--- src/rtl/nes_joypad_pkg.sv ---
// Shared constants for the NES controller-port bus responder: port addresses,
// open-bus pattern, button bit positions and counter width.
package nes_joypad_pkg;

   localparam logic [15:0] JOY_ADDR_P1 = 16'h4016;
   localparam logic [15:0] JOY_ADDR_P2 = 16'h4017;
   localparam logic [7:0]  OPEN_BUS    = 8'h40;

   localparam int unsigned BTN_A      = 0;
   localparam int unsigned BTN_B      = 1;
   localparam int unsigned BTN_SELECT = 2;
   localparam int unsigned BTN_START  = 3;
   localparam int unsigned BTN_UP     = 4;
   localparam int unsigned BTN_DOWN   = 5;
   localparam int unsigned BTN_LEFT   = 6;
   localparam int unsigned BTN_RIGHT  = 7;

   localparam int unsigned JOY_COUNT_W = 4;
   localparam logic [JOY_COUNT_W-1:0] JOY_COUNT_MAX = JOY_COUNT_W'(8);

endpackage

--- src/rtl/joypad_shift_port.sv ---
// One controller port: parallel-load while strobed, otherwise shifts out one
// button per read with 1s filling from the top; read count saturates at 8.
module joypad_shift_port
   import nes_joypad_pkg::*;
(
   input  logic                   i_clk,
   input  logic                   i_reset_n,
   input  logic                   i_clk_en,
   input  logic                   i_load,
   input  logic                   i_shift,
   input  logic [7:0]             i_buttons,
   output logic                   o_serial,
   output logic [JOY_COUNT_W-1:0] o_count
);

   logic [7:0]             shift_q, shift_d;
   logic [JOY_COUNT_W-1:0] count_q, count_d;

   always_comb begin
      shift_d = shift_q;
      count_d = count_q;
      if (i_clk_en) begin
         if (i_load) begin
            shift_d = i_buttons;
            count_d = '0;
         end else if (i_shift) begin
            shift_d = {1'b1, shift_q[7:1]};
            if (count_q < JOY_COUNT_MAX) begin
               count_d = count_q + JOY_COUNT_W'(1);
            end
         end
      end
   end

   // CPU bus state advances on the falling edge of phi2.
   always_ff @(negedge i_clk or negedge i_reset_n) begin
      if (!i_reset_n) begin
         shift_q <= 8'hFF;
         count_q <= '0;
      end else begin
         shift_q <= shift_d;
         count_q <= count_d;
      end
   end

   // While strobed the A button is seen live rather than the latched copy.
   assign o_serial = i_load ? i_buttons[BTN_A] : shift_q[0];
   assign o_count  = count_q;

endmodule

--- src/rtl/joypad_bus_responder.sv ---
// CPU-bus responder for controller ports $4016/$4017: strobe register, address
// decode and read mux. Define JOYPAD_PORT2_EN to build the port 2 shifter.
module joypad_bus_responder
   import nes_joypad_pkg::*;
#(
   parameter logic [15:0] ADDR_P1  = JOY_ADDR_P1,
   parameter logic [15:0] ADDR_P2  = JOY_ADDR_P2,
   parameter logic [7:0]  OPEN_BUS = nes_joypad_pkg::OPEN_BUS
) (
   input  logic        i_clk,
   input  logic        i_reset_n,
   input  logic        i_clk_en,
   input  logic [15:0] i_address,
   input  logic        i_rw,
   input  logic [7:0]  i_data,
   input  logic [7:0]  i_buttons_p1,
   input  logic [7:0]  i_buttons_p2,
   output logic [7:0]  o_data,
   output logic        o_data_en
);

   logic strobe_q, strobe_d;
   logic hit_p1, hit_p2, rd_p1, rd_p2, wr_p1;
   logic p1_bit, p2_bit;
   logic [JOY_COUNT_W-1:0] p1_count, p2_count;

   assign hit_p1 = (i_address == ADDR_P1);
   assign hit_p2 = (i_address == ADDR_P2);
   assign rd_p1  = i_rw & hit_p1;
   assign rd_p2  = i_rw & hit_p2;
   assign wr_p1  = ~i_rw & hit_p1;

   always_comb begin
      strobe_d = strobe_q;
      if (i_clk_en && wr_p1) begin
         strobe_d = i_data[0];
      end
   end

   always_ff @(negedge i_clk or negedge i_reset_n) begin
      if (!i_reset_n) begin
         strobe_q <= 1'b0;
      end else begin
         strobe_q <= strobe_d;
      end
   end

   // Loading keys off the registered strobe, so the edge that clears it still loads.
   joypad_shift_port u_port1 (
      .i_clk     (i_clk),
      .i_reset_n (i_reset_n),
      .i_clk_en  (i_clk_en),
      .i_load    (strobe_q),
      .i_shift   (rd_p1),
      .i_buttons (i_buttons_p1),
      .o_serial  (p1_bit),
      .o_count   (p1_count)
   );

`ifdef JOYPAD_PORT2_EN
   joypad_shift_port u_port2 (
      .i_clk     (i_clk),
      .i_reset_n (i_reset_n),
      .i_clk_en  (i_clk_en),
      .i_load    (strobe_q),
      .i_shift   (rd_p2),
      .i_buttons (i_buttons_p2),
      .o_serial  (p2_bit),
      .o_count   (p2_count)
   );
`else
   // No controller on port 2: reads see a 0 in bit 0.
   assign p2_bit   = 1'b0;
   assign p2_count = '0;
   logic unused_buttons_p2;
   assign unused_buttons_p2 = ^i_buttons_p2;
`endif

   logic unused_sigs;
   assign unused_sigs = ^{i_data[7:1], p1_count, p2_count};

   always_comb begin
      o_data    = 8'h00;
      o_data_en = 1'b0;
      if (rd_p1) begin
         o_data    = OPEN_BUS | {7'b0, p1_bit};
         o_data_en = 1'b1;
      end else if (rd_p2) begin
         o_data    = OPEN_BUS | {7'b0, p2_bit};
         o_data_en = 1'b1;
      end
   end

endmodule

--- config.mk ---
export PLATFORM = sky130hd
export DESIGN_NAME = joypad_bus_responder
export DESIGN_NICKNAME = d
export VERILOG_FILES = /design/src/rtl/nes_joypad_pkg.sv /design/src/rtl/joypad_shift_port.sv /design/src/rtl/joypad_bus_responder.sv
export SDC_FILE = /design/constraint.sdc
export NUM_CORES = 1
export LEC_CHECK = 0
export ABC_AREA = 1
export CORE_ASPECT_RATIO = 0.9
export CORE_MARGIN = 1.5
export CORE_UTILIZATION = 35
export CTS_CLUSTER_SIZE = 25
export DETAILED_ROUTE_END_ITERATION = 12
export PLACE_DENSITY = 0.86
export SKIP_LAST_GASP = 1
export SYNTH_ARGS = -nofsm -noshare
export SYNTH_HDL_FRONTEND = slang
export SYNTH_SLANG_ARGS = --single-unit
--- constraint.sdc ---
create_clock -name i_clk -period 2.35 [get_ports i_clk]
set_input_delay 0.47 -clock i_clk [delete_from_list [all_inputs] [get_ports i_clk]]
set_output_delay 0.47 -clock i_clk [all_outputs]
set_load 0.01 [all_outputs]
==> summary.txt, run 1 <==
Floorplan
  – I/O pin count: 53
  – Row count: 14
  – Die width: just under 50 µm
  – Core Area: 0.001752 mm²
  – Initial core utilization: 38.93%
  – Die area: 0.002222 mm²
  – Die Ht: 44.88 µm

Layout
  – Final nets: 196
  – N_diodes: 0
  – Area delta synth->final: 64.95%
  – Fraction of layout cells with a size suffix above 1: between 40% and 50%

Synthesis
  – Main area contributors after synthesis: dfstp_2 (31%), nand2_1 (21%), nand3_1 (14%)
  – Count leader, synth: nand2_1
  – Yosys warns: 0
  – Netlist cell types: 18
  – #FFs+latches synth: 9
  – Sequential area share after synthesis: 34.50%
  – Avg Cell Area, Syn: 6.752 µm²
  – Syn Std Cell Area: 681.9 µm²
  – EDFF count, synth: 0
  – Post-Syn Instances: approximately 100
  – Post-synth top flop: dfstp_2
  – Post-synth top area cell: dfstp_2
  – Synth cell count leaders: nand2_1 (38), nand3_1 (19), buf_4 (8), dfstp_2 (8), nor2_1 (7)
  – Yosys top cell area share: a little under a third
  – Async S/R FF share, synth: 100.0%

Clocking
  – Hold bufs inserted after CTS: 0
  – Worst skew pair latency: 0.34 ns
  – CTS H-tree lvls: 1
  – Clk slew on worst S/H paths: 0.05 ns
  – Clock root buffer master: clkbuf_4
  – CTS Buffer Depth: 2
  – Sinks on the clock net: 9
  – Total CTS buffers: 3
  – CTS tree: built

Global routing
  – Gr ovfl total: 0
  – GRT Resource Usage Total: between 20% and 30%
  – Antenna violations before repair: 0
  – Global-route wire length before repair: 3.512 mm
  – Largest net degree at the start of global routing: 10
  – Vias in the first global route: between 800 and 900

Placed design
  – HPWL Detailed: approximately 1.6 mm
  – IO Port Bufs: 31
  – Final RePlAce weighted congestion: 0.8161

STA
  – Unrepaired setup endpoints after global routing: yes
  – Final slew viol count: 0
  – Final setup viols: 1
  – Setup Skew: 0.06903 ns
  – Worst setup margin: -0.4599 ns
  – Final Hold Fails: 0
  – Post-route setup TNS: -0.4599 ns

Setup path
  – Worst reg2reg setup slack: 1.11 ns
  – Crit path capture type: primary output
  – Worst Path Arrival: about 2.3 ns
  – CP startpoint kind: flip-flop
  – CP max FO: 3
  – Reg2reg path depth: 6
  – Reg-to-reg endpoint: u_port1.shift_q[7]
  – Worst Setup Path Type: reg2out
  – R2R Path Start: strobe_q
  – Data required, critical path: around 1.9 ns

Power and ir drop
  – Peak supply drop: 0.0002624 V
  – Sw frac: approximately a third
  – Internal power: 298.3 µW
  – Clock power frac: 41.1%
  – Power Total: 440.7 µW
  – Comb pwr share: 19.6%
  – Sequential power share: 39.3%
  – Net Sw Power: 142.4 µW
  – Leak Pwr: 0.6187 nW
  – Power Dens Cells: 391.8 mW/mm²

Status
  – Status: complete, but fails checks
  – Failing checks: negative setup slack

Min path
  – Hold Path Origin: u_port1.shift_q[5]
  – Tightest Hold Check Type: reg2reg
  – Hold endpoint: u_port1.shift_q[5]
  – Hold Path Cell Cnt: 2

Detailed routing
  – ANT nets after route: 0
  – Detailed Route Iter0 Violations: 24
  – DRC: 0
  – Vias after detailed routing: 806
  – WL/cell: 12.60 µm
  – Drt via density: around 4.6
  – Initial DRT Pass Iterations: 6
  – Final WL: approximately 2.2 mm

Run
  – Max Cap Viol: 0
state kept, by name, summed over array words and instances, names as in the netlist:
signal and cells:
strobe_q 1, u_port1.shift_q 8
critical path, cell delays in order (launching register included):
cell and delay [ns]:
dfrtn_1 0.50, buf_6 0.14, inv_6 0.03, nand2_2 0.05
a21oi_2 0.04, buf_2 0.13
per-stage QoR:
step | hold slack (ns) | area [µm²] | worst slack, ns | util, % | cells
finish | 0.4885 | 1125 | -0.4599 | 64.21 | 175
global route | 0.4976 | 1125 | -0.5241 | 64.21 | 175
CTS | 0.4887 | 1126 | -0.4473 | 64.29 | 174
detailed placement | 0.4806 | 1087 | -0.7897 | 62.07 | 161
global placement | 0.4731 | 1087 | -0.6825 | 62.07 | 161
floorplan | 0.4668 | 738.2 | -0.05378 | - | 106
per-layer routing:
metal | up-vias | GRT usage, % | share of wire, %
met2 | 34 | 35.73 | 52
met4 | 0 | 15.00 | 1.7
met3 | 4 | 6.623 | 5.1
met1 | 359 | 24.74 | 41
li1 | 409 | - | -
met5 | - | 0 | 0
how the worst max path moves through the flow:
stage | cells after the start | slack (ns) | startpoint | to
global placement | 9 | -0.68 | i_address[2] | strobe_q
CTS | 5 | -0.45 | strobe_q | o_data[0]
global route | 3 | -0.52 | u_port1.shift_q[0] | o_data[0]
finish | 5 | -0.46 | strobe_q | o_data[0]
floorplan | 7 | -0.05 | i_address[9] | strobe_q
detailed placement | 9 | -0.79 | i_address[2] | strobe_q
cell families (layout without fill, tap and decap cells):
kind of cell / Yosys count / count (layout) / share of synthesized area, %
other: 1 / 6 / 0.5499
AND/OR/NAND/NOR: 74 / 74 / 50.09
buffers and inverters: 16 / 61 / 14.13
flip-flops: 9 / 9 / 34.49
AO/OA/AOI/OAI: 1 / 1 / 0.7332
what timing repair did:
| action | CTS | global route |
|---|---|---|
| buffers inserted | 2 | 1 |
| gates resized for setup | 64 | 13 |
| setup endpoints to repair | 12 | 11 |
| pin swaps | 15 | 11 |
power groups by stage:
| stage | registers [mW] | logic [mW] | clock network [mW] |
|---|---|---|---|
| floorplan | 0.173 | 0.0355 | 0.0236 |
| finish | 0.173 | 0.0865 | 0.181 |
| global route | 0.173 | 0.0941 | 0.211 |
| detailed placement | 0.174 | 0.0922 | 0.0236 |
| CTS | 0.173 | 0.0850 | 0.183 |
| global placement | 0.174 | 0.0887 | 0.0236 |
area by class of cell:
cell class,count,area [µm²]
Fill cell,158,626.9
Clock buffer,4,26.28
Tap cell,24,30.03
Multi-Input combinational cell,81,427.9
Clock inverter,8,30.03
Inverter,6,35.03
Sequential cell,9,235.2
Timing Repair Buffer,43,340.3
layout by cell type (no fill, tap or decap):
| master | n |
|---|---|
| inv_2 | 2 |
| nand4_1 | 1 |
| clkdlybuf4s50_1 | 10 |
| dlygate4sd2_1 | 2 |
| and2_4 | 1 |
| buf_6 | 2 |
| conb_1 | 6 |
| inv_1 | 10 |
| buf_12 | 1 |
| nand2_4 | 1 |
| clkbuf_2 | 3 |
| nand3_1 | 18 |
| clkbuf_1 | 1 |
| nand2_1 | 33 |
| dfstp_2 | 8 |
| nand4_2 | 1 |
| nand3_2 | 2 |
| nor2_1 | 3 |
| dfrtn_1 | 1 |
| clkbuf_4 | 3 |
| buf_2 | 13 |
| nor2_4 | 5 |
| buf_4 | 10 |
| a21oi_2 | 1 |
| inv_6 | 1 |
| or2_2 | 1 |
| nand2_2 | 5 |
| dlymetal6s2s_1 | 2 |
| inv_8 | 1 |
| nor2_2 | 3 |
Note: power is estimated with default switching activity, not from simulation.
==> run 2: changes to the inputs <==
--- a/config.mk
+++ b/config.mk
@@ -11,6 +11,7 @@
 export CORE_UTILIZATION = 35
 export CTS_CLUSTER_SIZE = 25
 export DETAILED_ROUTE_END_ITERATION = 12
+export HOLD_SLACK_MARGIN = 0.06
 export PLACE_DENSITY = 0.86
 export SKIP_LAST_GASP = 1
 export SYNTH_ARGS = -nofsm -noshare
==> results of run 2 <==
Final layout, timing and power as in run 1 (identical DEF).
==> run 3: changes to the inputs <==
--- a/config.mk
+++ b/config.mk
@@ -6,12 +6,11 @@
 export NUM_CORES = 1
 export LEC_CHECK = 0
 export ABC_AREA = 1
-export CORE_ASPECT_RATIO = 0.9
 export CORE_MARGIN = 1.5
 export CORE_UTILIZATION = 35
 export CTS_CLUSTER_SIZE = 25
 export DETAILED_ROUTE_END_ITERATION = 12
-export HOLD_SLACK_MARGIN = 0.06
+export HOLD_SLACK_MARGIN = 0.1
 export PLACE_DENSITY = 0.86
 export SKIP_LAST_GASP = 1
 export SYNTH_ARGS = -nofsm -noshare
==> summary.txt, run 3 (synthesis gave the netlist of run 1 again) <==
Power and ir drop
  – Peak supply drop: 0.0003498 V (+33%)
  – Leak Pwr: 0.6007 nW (-2.9%)
  – Power Dens Cells: 379.4 mW/mm² (-3.2%)
  – Power Total: 432.0 µW (-2.0%)

Clocking
  – CTS tree: built
  – Clk slew on worst S/H paths: 0.03 ns (-0.02 ns)
  – Clock root buffer master: clkbuf_4
  – CTS Buffer Depth: 2 (unchanged)
  – Worst skew pair latency: 0.34 ns (about the same)
  – Sinks on the clock net: 9 (unchanged)
  – Total CTS buffers: 3 (unchanged)
  – CTS H-tree lvls: 1 (unchanged)

Placed design
  – Worst slack, placed: -0.7618 ns (+0.02798 ns)
  – Cells after DPL: 160 (-0.62%)
  – IO Port Bufs: 31 (unchanged)
  – Final RePlAce weighted congestion: 0.8334 (+2.1%)
  – HPWL Detailed: 1.449 mm (-7.3%)

Global routing
  – Vias in the first global route: 831 (+2.8%)
  – GRT Resource Usage Total: 21.45% (-0.29 points)
  – GR Util met1: 22.22% (-2.5 points)
  – Met3 Usage GRT: 2.308% (-4.3 points)
  – Global-route wire length before repair: 3.298 mm (-6.1%)
  – Met2 usage: 39.73% (+4.0 points)
  – Gr ovfl total: 0 (unchanged)
  – GRT busiest layer: met2
  – Antenna violations before repair: 0 (unchanged)
  – Largest net degree at the start of global routing: 10 (unchanged)

Layout
  – Most common cell after layout, fill and taps aside: nand2_1
  – Post-layout util: 63.86% (-0.35 points)
  – Area delta synth->final: 66.97%
  – Commonest cells after routing, fill and taps aside: nand2_1 (32), nand3_1 (16), inv_1 (11), buf_2 (10), clkdlybuf4s50_1 (10)
  – Fraction of layout cells with a size suffix above 1: 43.05% (+0.66 points)
  – Largest register by flop count: u_port1.shift_q
  – Top flop regs: u_port1.shift_q (8), strobe_q (1)
  – Final nets: 196 (unchanged)
  – N_diodes: 0 (unchanged)
  – Max reg flops: 8 (unchanged)
  – Non-filler cells, final: 176 (+0.57%)

Setup path
  – R2R Path Start: strobe_q
  – Worst Path Arrival: 2.31 ns (-0.03 ns)
  – Reg-to-reg endpoint: u_port1.shift_q[7]
  – Critical path origin: u_port1.shift_q[0]
  – Data required, critical path: 1.88 ns (about the same)
  – Crit path capture type: primary output
  – Reg2reg path depth: 6 (unchanged)
  – CP startpoint kind: flip-flop
  – Worst Setup EP: o_data[0]
  – Worst reg2reg setup slack: 1.14 ns (+0.03 ns)
  – Worst Setup Path Type: reg2out
  – CP max FO: 2 (-1)

Detailed routing
  – Drt via density: 4.574 (-0.69%)
  – ANT nets after route: 0 (unchanged)
  – WL/cell: 11.88 µm (-5.7%)
  – DRC: 0 (unchanged)
  – Initial DRT Pass Iterations: 4 (-2)
  – Final WL: 2.091 mm (-5.2%)
  – Vias after detailed routing: 805 (-0.12%)
  – Detailed Route Iter0 Violations: 15 (-38%)

Floorplan
  – Row count: 15 (+1)
  – Core Area: 0.001783 mm² (+1.8%)
  – Initial core utilization: 38.25% (-0.68 points)
  – Die Ht: 47.14 µm (+5.0%)
  – Die area: 0.002222 mm² (about the same)
  – Die width: 47.14 µm (-4.8%)
  – I/O pin count: 53 (unchanged)

STA
  – Final Hold Fails: 0 (unchanged)
  – Unrepaired setup endpoints after global routing: yes
  – Setup Skew: 0.06043 ns (-0.008607 ns)
  – Final slew viol count: 0 (unchanged)
  – Worst setup margin: -0.4271 ns (+0.03277 ns)
  – Final setup viols: 1 (unchanged)
  – Post-route setup TNS: -0.4271 ns (+0.03277 ns)

Status
  – Failing checks: negative setup slack
  – Status: complete, but fails checks

Min path
  – Tightest Hold Check Type: reg2reg
  – Hold Path Cell Cnt: 2 (unchanged)

Run
  – Max Cap Viol: 0 (unchanged)
run 3: layout make-up:
cell class / count / area, µm²
clock buffer: 4 / 26.28
timing repair buffer: 43 / 334.1
clock inverter: 8 / 30.03
fill: 177 / 644.4
tap: 25 / 31.28
multi-input combinational: 81 / 446.7
sequential: 9 / 235.2
inverter: 6 / 35.03
run 3: per-stage QoR:
stage	hold slack, ns	instance area, µm²
floorplan	0.4668	738.2
global route	0.4861	1139
finish	0.4656	1139
detailed placement	0.4810	1061
global placement	0.4765	1061
CTS	0.4860	1097
run 3: report_power, final:
part,leakage (nW),switching [mW],internal [mW]
sequential,0.0980,0.00432,0.169
combinational,0.445,0.0392,0.0433
clock,0.0576,0.0926,0.0840
run 3: per-layer routing:
layer  share of wire, %  vias to the layer above
met4                2.2                        0
met2                 55                       34
met5                  0                        -
li1                   -                      405
met3                4.2                        4
met1                 38                      362
run 3: critical path, cell delays in order (launching register included):
cell	delay, ns
dfstp_2	0.52
nand2_2	0.05
a21oi_2	0.10
buf_2	0.13
run 3: what timing repair did:
| item | in CTS | in global routing |
|---|---|---|
| setup endpoints to repair | 12 | 10 |
| hold buffers | 0 | 0 |
| setup buffers | 1 | 4 |
| gates resized for setup | 62 | 20 |
| pin swaps | 15 | 17 |
run 3: worst min path at each step:
stage / startpoint / end / slack (ns)
after global routing: u_port1.shift_q[2] / u_port1.shift_q[2] / 0.49
final: u_port1.shift_q[2] / u_port1.shift_q[2] / 0.47
after CTS: u_port1.shift_q[6] / u_port1.shift_q[6] / 0.49
after floorplan: u_port1.shift_q[0] / u_port1.shift_q[0] / 0.47
after detailed placement: u_port1.shift_q[6] / u_port1.shift_q[6] / 0.48
after global placement: u_port1.shift_q[6] / u_port1.shift_q[6] / 0.48
